<file path="src/rtl/sdfp_cic_decimator.sv">
`default_nettype none
// ============================================================================
// Module   : sdfp_cic_decimator
// Brief    : Third-order CIC decimator (R = 2**DEC_LOG2) for the SDFP stream.
//            Optional macro SDFP_CIC_GAIN_NORM_EN scales the output by R**-3.
// Revision : 1.0 - initial release
// ============================================================================
module sdfp_cic_decimator #(
    parameter int BW       = 24,
    parameter int IN_BW    = 4,
    parameter int DEC_LOG2 = 2
) (
    input  logic             clk,
    input  logic             rst,
    input  logic             clr,
    input  logic             in_valid,
    input  logic [IN_BW-1:0] in_data,
    output logic             out_valid,
    output logic [BW-1:0]    out_data
);

    localparam logic [DEC_LOG2-1:0] c_cnt_last = '1;
    localparam int                  c_shift    = 3 * DEC_LOG2;

    generate
        if (DEC_LOG2 < 1 || DEC_LOG2 > 8 || IN_BW + 3 * DEC_LOG2 > BW) begin : g_param_check
            $error("sdfp_cic_decimator: illegal DEC_LOG2/IN_BW/BW combination");
        end
    endgenerate

    logic [BW-1:0]       i1_q, i2_q, i3_q, i1_d, i2_d, i3_d;
    logic [BW-1:0]       d1_q, d2_q, d3_q, d1_d, d2_d, d3_d;
    logic [DEC_LOG2-1:0] cnt_q, cnt_d;
    logic [BW-1:0]       out_data_q, out_data_d;
    logic                out_valid_q, out_valid_d;

    logic [BW-1:0] w_x;
    logic [BW-1:0] w_i1_sum, w_i2_sum, w_i3_sum;
    logic [BW-1:0] w_c1, w_c2, w_c3, w_c3_out;

    always_comb begin
        w_x      = {{(BW - IN_BW){in_data[IN_BW-1]}}, in_data};
        // Integrator cascade and comb chain settle within one cycle; all modulo 2**BW.
        w_i1_sum = i1_q + w_x;
        w_i2_sum = i2_q + w_i1_sum;
        w_i3_sum = i3_q + w_i2_sum;
        w_c1     = w_i3_sum - d1_q;
        w_c2     = w_c1 - d2_q;
        w_c3     = w_c2 - d3_q;
`ifdef SDFP_CIC_GAIN_NORM_EN
        w_c3_out = $signed(w_c3) >>> c_shift;
`else
        w_c3_out = w_c3;
`endif
    end

    always_comb begin
        i1_d        = i1_q;
        i2_d        = i2_q;
        i3_d        = i3_q;
        d1_d        = d1_q;
        d2_d        = d2_q;
        d3_d        = d3_q;
        cnt_d       = cnt_q;
        out_data_d  = out_data_q;
        out_valid_d = 1'b0;
        if (in_valid) begin
            i1_d  = w_i1_sum;
            i2_d  = w_i2_sum;
            i3_d  = w_i3_sum;
            cnt_d = cnt_q + 1'b1;
            if (cnt_q == c_cnt_last) begin
                d1_d        = w_i3_sum;
                d2_d        = w_c1;
                d3_d        = w_c2;
                out_data_d  = w_c3_out;
                out_valid_d = 1'b1;
            end
        end
    end

    // clr is a full datapath re-sync and therefore shares the reset branch.
    always_ff @(posedge clk) begin
        if (rst || clr) begin
            i1_q        <= '0;
            i2_q        <= '0;
            i3_q        <= '0;
            d1_q        <= '0;
            d2_q        <= '0;
            d3_q        <= '0;
            cnt_q       <= '0;
            out_data_q  <= '0;
            out_valid_q <= 1'b0;
        end else begin
            i1_q        <= i1_d;
            i2_q        <= i2_d;
            i3_q        <= i3_d;
            d1_q        <= d1_d;
            d2_q        <= d2_d;
            d3_q        <= d3_d;
            cnt_q       <= cnt_d;
            out_data_q  <= out_data_d;
            out_valid_q <= out_valid_d;
        end
    end

    assign out_valid = out_valid_q;
    assign out_data  = out_data_q;

endmodule
`default_nettype wire

</file>
<file path="config.mk">
export PLATFORM = sky130hd
export DESIGN_NAME = sdfp_cic_decimator
export DESIGN_NICKNAME = d
export VERILOG_FILES = /design/src/rtl/sdfp_cic_decimator.sv
export SDC_FILE = /design/constraint.sdc
export NUM_CORES = 1
export LEC_CHECK = 0
export ABC_AREA = 0
export BUFFER_PORTS_ARGS = -buffer_cell sky130_fd_sc_hd__buf_2
export CAP_MARGIN = 40
export CORE_MARGIN = 2
export CORE_UTILIZATION = 38
export DETAILED_ROUTE_END_ITERATION = 8
export RECOVER_POWER = 100
export SLEW_MARGIN = 10
export SYNTH_ARGS = -nofsm -noshare
export SYNTH_HDL_FRONTEND = slang
export SYNTH_SLANG_ARGS = --single-unit
</file>
<file path="constraint.sdc">
create_clock -name clk -period 11.62 [get_ports clk]
set_clock_uncertainty 0.05 [all_clocks]
set_input_delay 0.581 -clock clk [delete_from_list [all_inputs] [get_ports clk]]
set_output_delay 0.581 -clock clk [all_outputs]
set_load 0.05 [all_outputs]
</file>
# --- After elaboration in Yosys (flattened, before gate mapping) ---
# Index checks and enable logic that the tools add are counted.
classes:
  muxes: 1
  reduce_logical: 3
  addsub: 7
  n_eq_ne: 1
  bitwise: 1
op_table:
  columns: ["op", "count"]
  rows:
  - ["$add 24x24->24", 3]
  - ["$sub 24x24->24", 3]
  - ["$add 2x1->2 const B", 1]
  - ["$eq 2x2->1 const B", 1]
  - ["$reduce_and 2->1", 1]
  - ["$reduce_or 2->1", 1]
  - ["$logic_or 1x1->1", 1]
  - ["$mux 1", 1]
  - ["$not 1->1", 1]
totals:
  ff_bits: 171
  input_bits: 8

# --- Depth between registers and ports, before layout ---
depth:
  ltp_word: 6
  ltp_mapped: 43
  mapped_depth_nobuf: 43

# --- Worst setup path before layout ---
# Ideal clock, no wire load.
synth_path:
  path_kind: "in2reg"
  startpoint: "in in_data[0]"
  endpoint: "reg out_data_q[23] (netlist: out_data[23])"
  stages: 36
  arrival_ns: 8.558
  slack_ns: 2.924
  n_path_buf: 0
  setup_time_ns: 0.088
  cell_sequence: "ha_1 -> fa_1 -> a21o_2 -> a21oi_1 -> o211a_1 -> o211ai_1 -> a21oi_1 -> xnor2_1 -> ha_1 -> a2111oi_0 -> o211ai_1 -> a31o_2 -> a21oi_1 -> xnor2_1 -> ha_1 -> and3_1 -> a221o_1 -> xnor2_1 -> ha_1 -> a21o_1 -> a21o_1 -> a21o_1 -> or3_1 -> o31a_1 -> xor2_1 -> ha_1 -> and3_1 -> a21boi_1 -> nor3_1 -> ha_1 -> a31o_2 -> a21oi_1 -> xnor2_1 -> nor3_1 -> mux2_4 -> nor4_2"
synth_between:
  elab_chain_len: 6
synth_lines:
  columns: ["element", "line_no", "text"]
  rows:
  - ["start: declaration", "17", "input logic [IN_BW-1:0] in_data,"]
  - ["$add 24x24->24", "44", "w_i1_sum = i1_q + w_x;"]
  - ["net w_i1_sum[12]", "38", "logic [BW-1:0] w_i1_sum, w_i2_sum, w_i3_sum;"]
  - ["$add 24x24->24", "45", "w_i2_sum = i2_q + w_i1_sum;"]
  - ["net w_i2_sum[16]", "38", null]
  - ["$add 24x24->24", "46", "w_i3_sum = i3_q + w_i2_sum;"]
  - ["net w_i3_sum[17]", "38", null]
  - ["$sub 24x24->24", "47", "w_c1 = w_i3_sum - d1_q;"]
  - ["net w_c1[21]", "39", "logic [BW-1:0] w_c1, w_c2, w_c3, w_c3_out;"]
  - ["$sub 24x24->24", "48", "w_c2 = w_c1 - d2_q;"]
  - ["net w_c2[21]", "39", null]
  - ["$sub 24x24->24", "49", "w_c3 = w_c2 - d3_q;"]
  - ["end signal: assignment", "102", "out_data_q <= out_data_d;"]
  - ["end: declaration", "34", "logic [BW-1:0] out_data_q, out_data_d;"]
# The timed path passes the listed nets, and every way through them passes these cells.
# A chain may end at the register's enable or synchronous reset.

# --- Final worst setup path ---
layout_path:
  startpoint: "in in_data[3]"
  endpoint: "reg out_data_q[23] (netlist: out_data[23])"
# Same word-level chain as after synthesis.

==> summary.txt <==
Clock tree
  – CTS Hold Buffers Added: 0
  – Sinks on Clock Net: 171
  – Root Buffer Master: clkbuf_16
  – CTS max path bufs: 2
  – Post-CTS Resized: 0
  – CTS H-Tree Depth: 4
  – Clk_lat worst skew: 0.44 ns
  – TritonCTS clock tree: yes
  – Setup Fix Bufs, Post-CTS: 0
  – Clock slew seen by the registers of the worst setup and hold paths: 0.07 ns
  – Total CTS buffers: 17

Floorplan
  – Die area: 0.03501 mm^2
  – Ports: 33
  – # rows: 67
  – Width of the die: 187.1 um
  – CORE AREA: 0.03328 mm^2
  – Starting Density: 38.28%
  – Die height: 187.1 um

Synthesis
  – Synth Area in Simple Gates: 17.98%
  – FFs w/ async S/R, synth: 0%
  – Prevailing post-synth register cell: dfxtp_1
  – Largest family of logic cells by synthesized area: compound AO/OA/AOI/OAI gates
  – Multiplexer area fraction after synthesis: 4.596%
  – Mapped Area: 0.01274 mm^2
  – Mapped Avg Cell Area: 7.973 um^2
  – Post-synthesis sequential area ratio: 26.87%
  – Syn Inst Count: 1598
  – FF+latch count, synth: 171
  – Post-synthesis compound-gate area fraction: 21.77%
  – Yosys warns: 0
  – Syn_nets: 1755
  – Adder-Cell Fraction of Synth Area: 14.99%
  – Post-synthesis xor/xnor area fraction: 8.642%
  – Number of synthesized flops with an enable pin: 0
  – Cell variety after synth: 84

Setup path
  – Worst Path Class, Setup: in -> reg
  – Critical path endpoint category: flip-flop
  – Worst path arrival time: 10.34 ns
  – Slowest cell on the critical path: clkbuf_1
  – Max FO, Critical Path: 21
  – CP dominant cell by count: ha_1
  – Setup crit start kind: input pin
  – Slowest stage delay, CP: 0.82 ns
  – Worst EP required: 11.92 ns

Route
  – Vias: 10500
  – Pre-Repair DR Iteration Count: 5
  – Via/cell ratio: 5.093
  – Initial DRC count: 407
  – Wire per inst: 13.04 um
  – Routed wire length: 26890 um
  – Remaining DRCs: 0
  – ANT nets after route: 0

Timing
  – Period utilization: 86.43%
  – Final setup fails: 0
  – Worst Max-Slew Pin Slew: 3.205 ns
  – Setup_tns: 0 ns
  – Fin. Hold Viols: 0
  – Max Clk Rate: 99.57 MHz
  – RSZ-0062 raised after global routing: false
  – Slew Viols, Final: 198
  – Final WS setup: 1.576 ns
  – Final min period: 10.04 ns
  – WHS: 0.3998 ns
  – Relative slew slack: -113.6%

Global route
  – Vias in the first global route: 10110
  – Grt total ovfl: 0
  – Initial antenna violation count: 0
  – Total GRT Usage: 15.59%
  – First-pass GRT wire length: 46370 um
  – Largest net degree at the start of global routing: 67

Final layout
  – Ant. Diodes: 0
  – Final nets: 1758
  – Most common cell after layout, fill and taps aside: nand2_1
  – Syn-to-layout area delta: 8.082%
  – Most frequent cells in the layout: nand2_1 (197), a21oi_1 (177), dfxtp_1 (171), ha_1 (143), nor2_1 (140)
  – Share of cells above drive strength 1: 4.275%

Place
  – IO Port Bufs: 32
  – Dpl hpwl: 19440 um
  – Pre-CTS WS: 1.734 ns
  – RD Place Congestion: 0.8114

Min path
  – HP Class: reg -> reg

Run status
  – Failing checks: capacitance limit, slew limit
  – Status: finished, violations left

Flow run
  – Max Cap Violations: 4
[synth_stat cells, types with 15 or more instances]
library cell	count	area share (%)
nand2_1	197	5.8
xor2_1	26	1.8
a211oi_1	24	1.4
nand3_1	31	1.2
o21ai_0	46	1.8
nor2_1	140	4.1
o211ai_1	15	0.88
nor3_1	28	1.1
mux2i_1	57	4.5
xnor2_1	92	6.3
a21o_1	37	2.2
clkbuf_1	48	1.4
dfxtp_1	171	27
a21oi_1	176	6.9
ha_1	143	14
inv_1	121	3.6
nand2b_1	17	0.83
o21bai_1	26	1.5
[per-stage QoR]
| step | util, % | cells | instance area, um^2 |
|---|---|---|---|
| 6_report | 41.38 | 2062 | 13770 |
| 5_1_grt | 41.38 | 2062 | 13770 |
| 4_1_cts | 41.70 | 2062 | 13880 |
| 3_5_place_dp | 40.01 | 2030 | 13310 |
| 3_3_place_gp | 40.01 | 2030 | 13310 |
| 2_1_floorplan | - | 1598 | 12740 |
[per-layer routing]
layer / track usage, % / share of wire, %
met1: 20.03 / 50
met3: 2.439 / 2.2
met2: 27.14 / 46
met4: 4.121 / 1.3
met5: 0 / 0
[final cells by class]
cell class	instances	area [um^2]
fill	3430	19510
multi-input combinational	1252	8603
tap	448	560.5
timing repair buffer	38	163.9
clock inverter	15	140.1
clock buffer	17	425.4
sequential	171	3423
inverter	121	454.2
[sequential cells by signal, summed over array words and instances (netlist names)]
signal,count
out_data,24
i2_q,24
d1_q,24
i3_q,24
d2_q,24
out_valid,1
d3_q,24
i1_q,24
cnt_q,2
[final timing paths]
check	start	end	slack, ns	cells past startpoint
max reg2reg	i1_q[0]	out_data[23]	2.07	41
min	out_data[8]	out_data[8]	0.40	2
min reg2reg	out_data[8]	out_data[8]	0.40	2
max	in_data[3]	out_data[23]	1.58	41
[cell families after synthesis]
family          Yosys count
simple gates            502
flops                   171
compound gates          422
mux                      58
buf+inv                 175
xor+xnor                121
fa+ha+maj               149
[worst max-delay path: cells and delay by family]
| kind | cells | cell delay [ns] |
|---|---|---|
| compound gates | 18 | 3.83 |
| xor+xnor | 6 | 1.20 |
| fa+ha+maj | 6 | 2.09 |
| buf+inv | 1 | 0.82 |
| mux | 1 | 0.31 |
| simple gates | 9 | 1.51 |
Power is not shown: default switching activity piles up to over one toggle a cycle in this logic, so the estimate is an artifact.
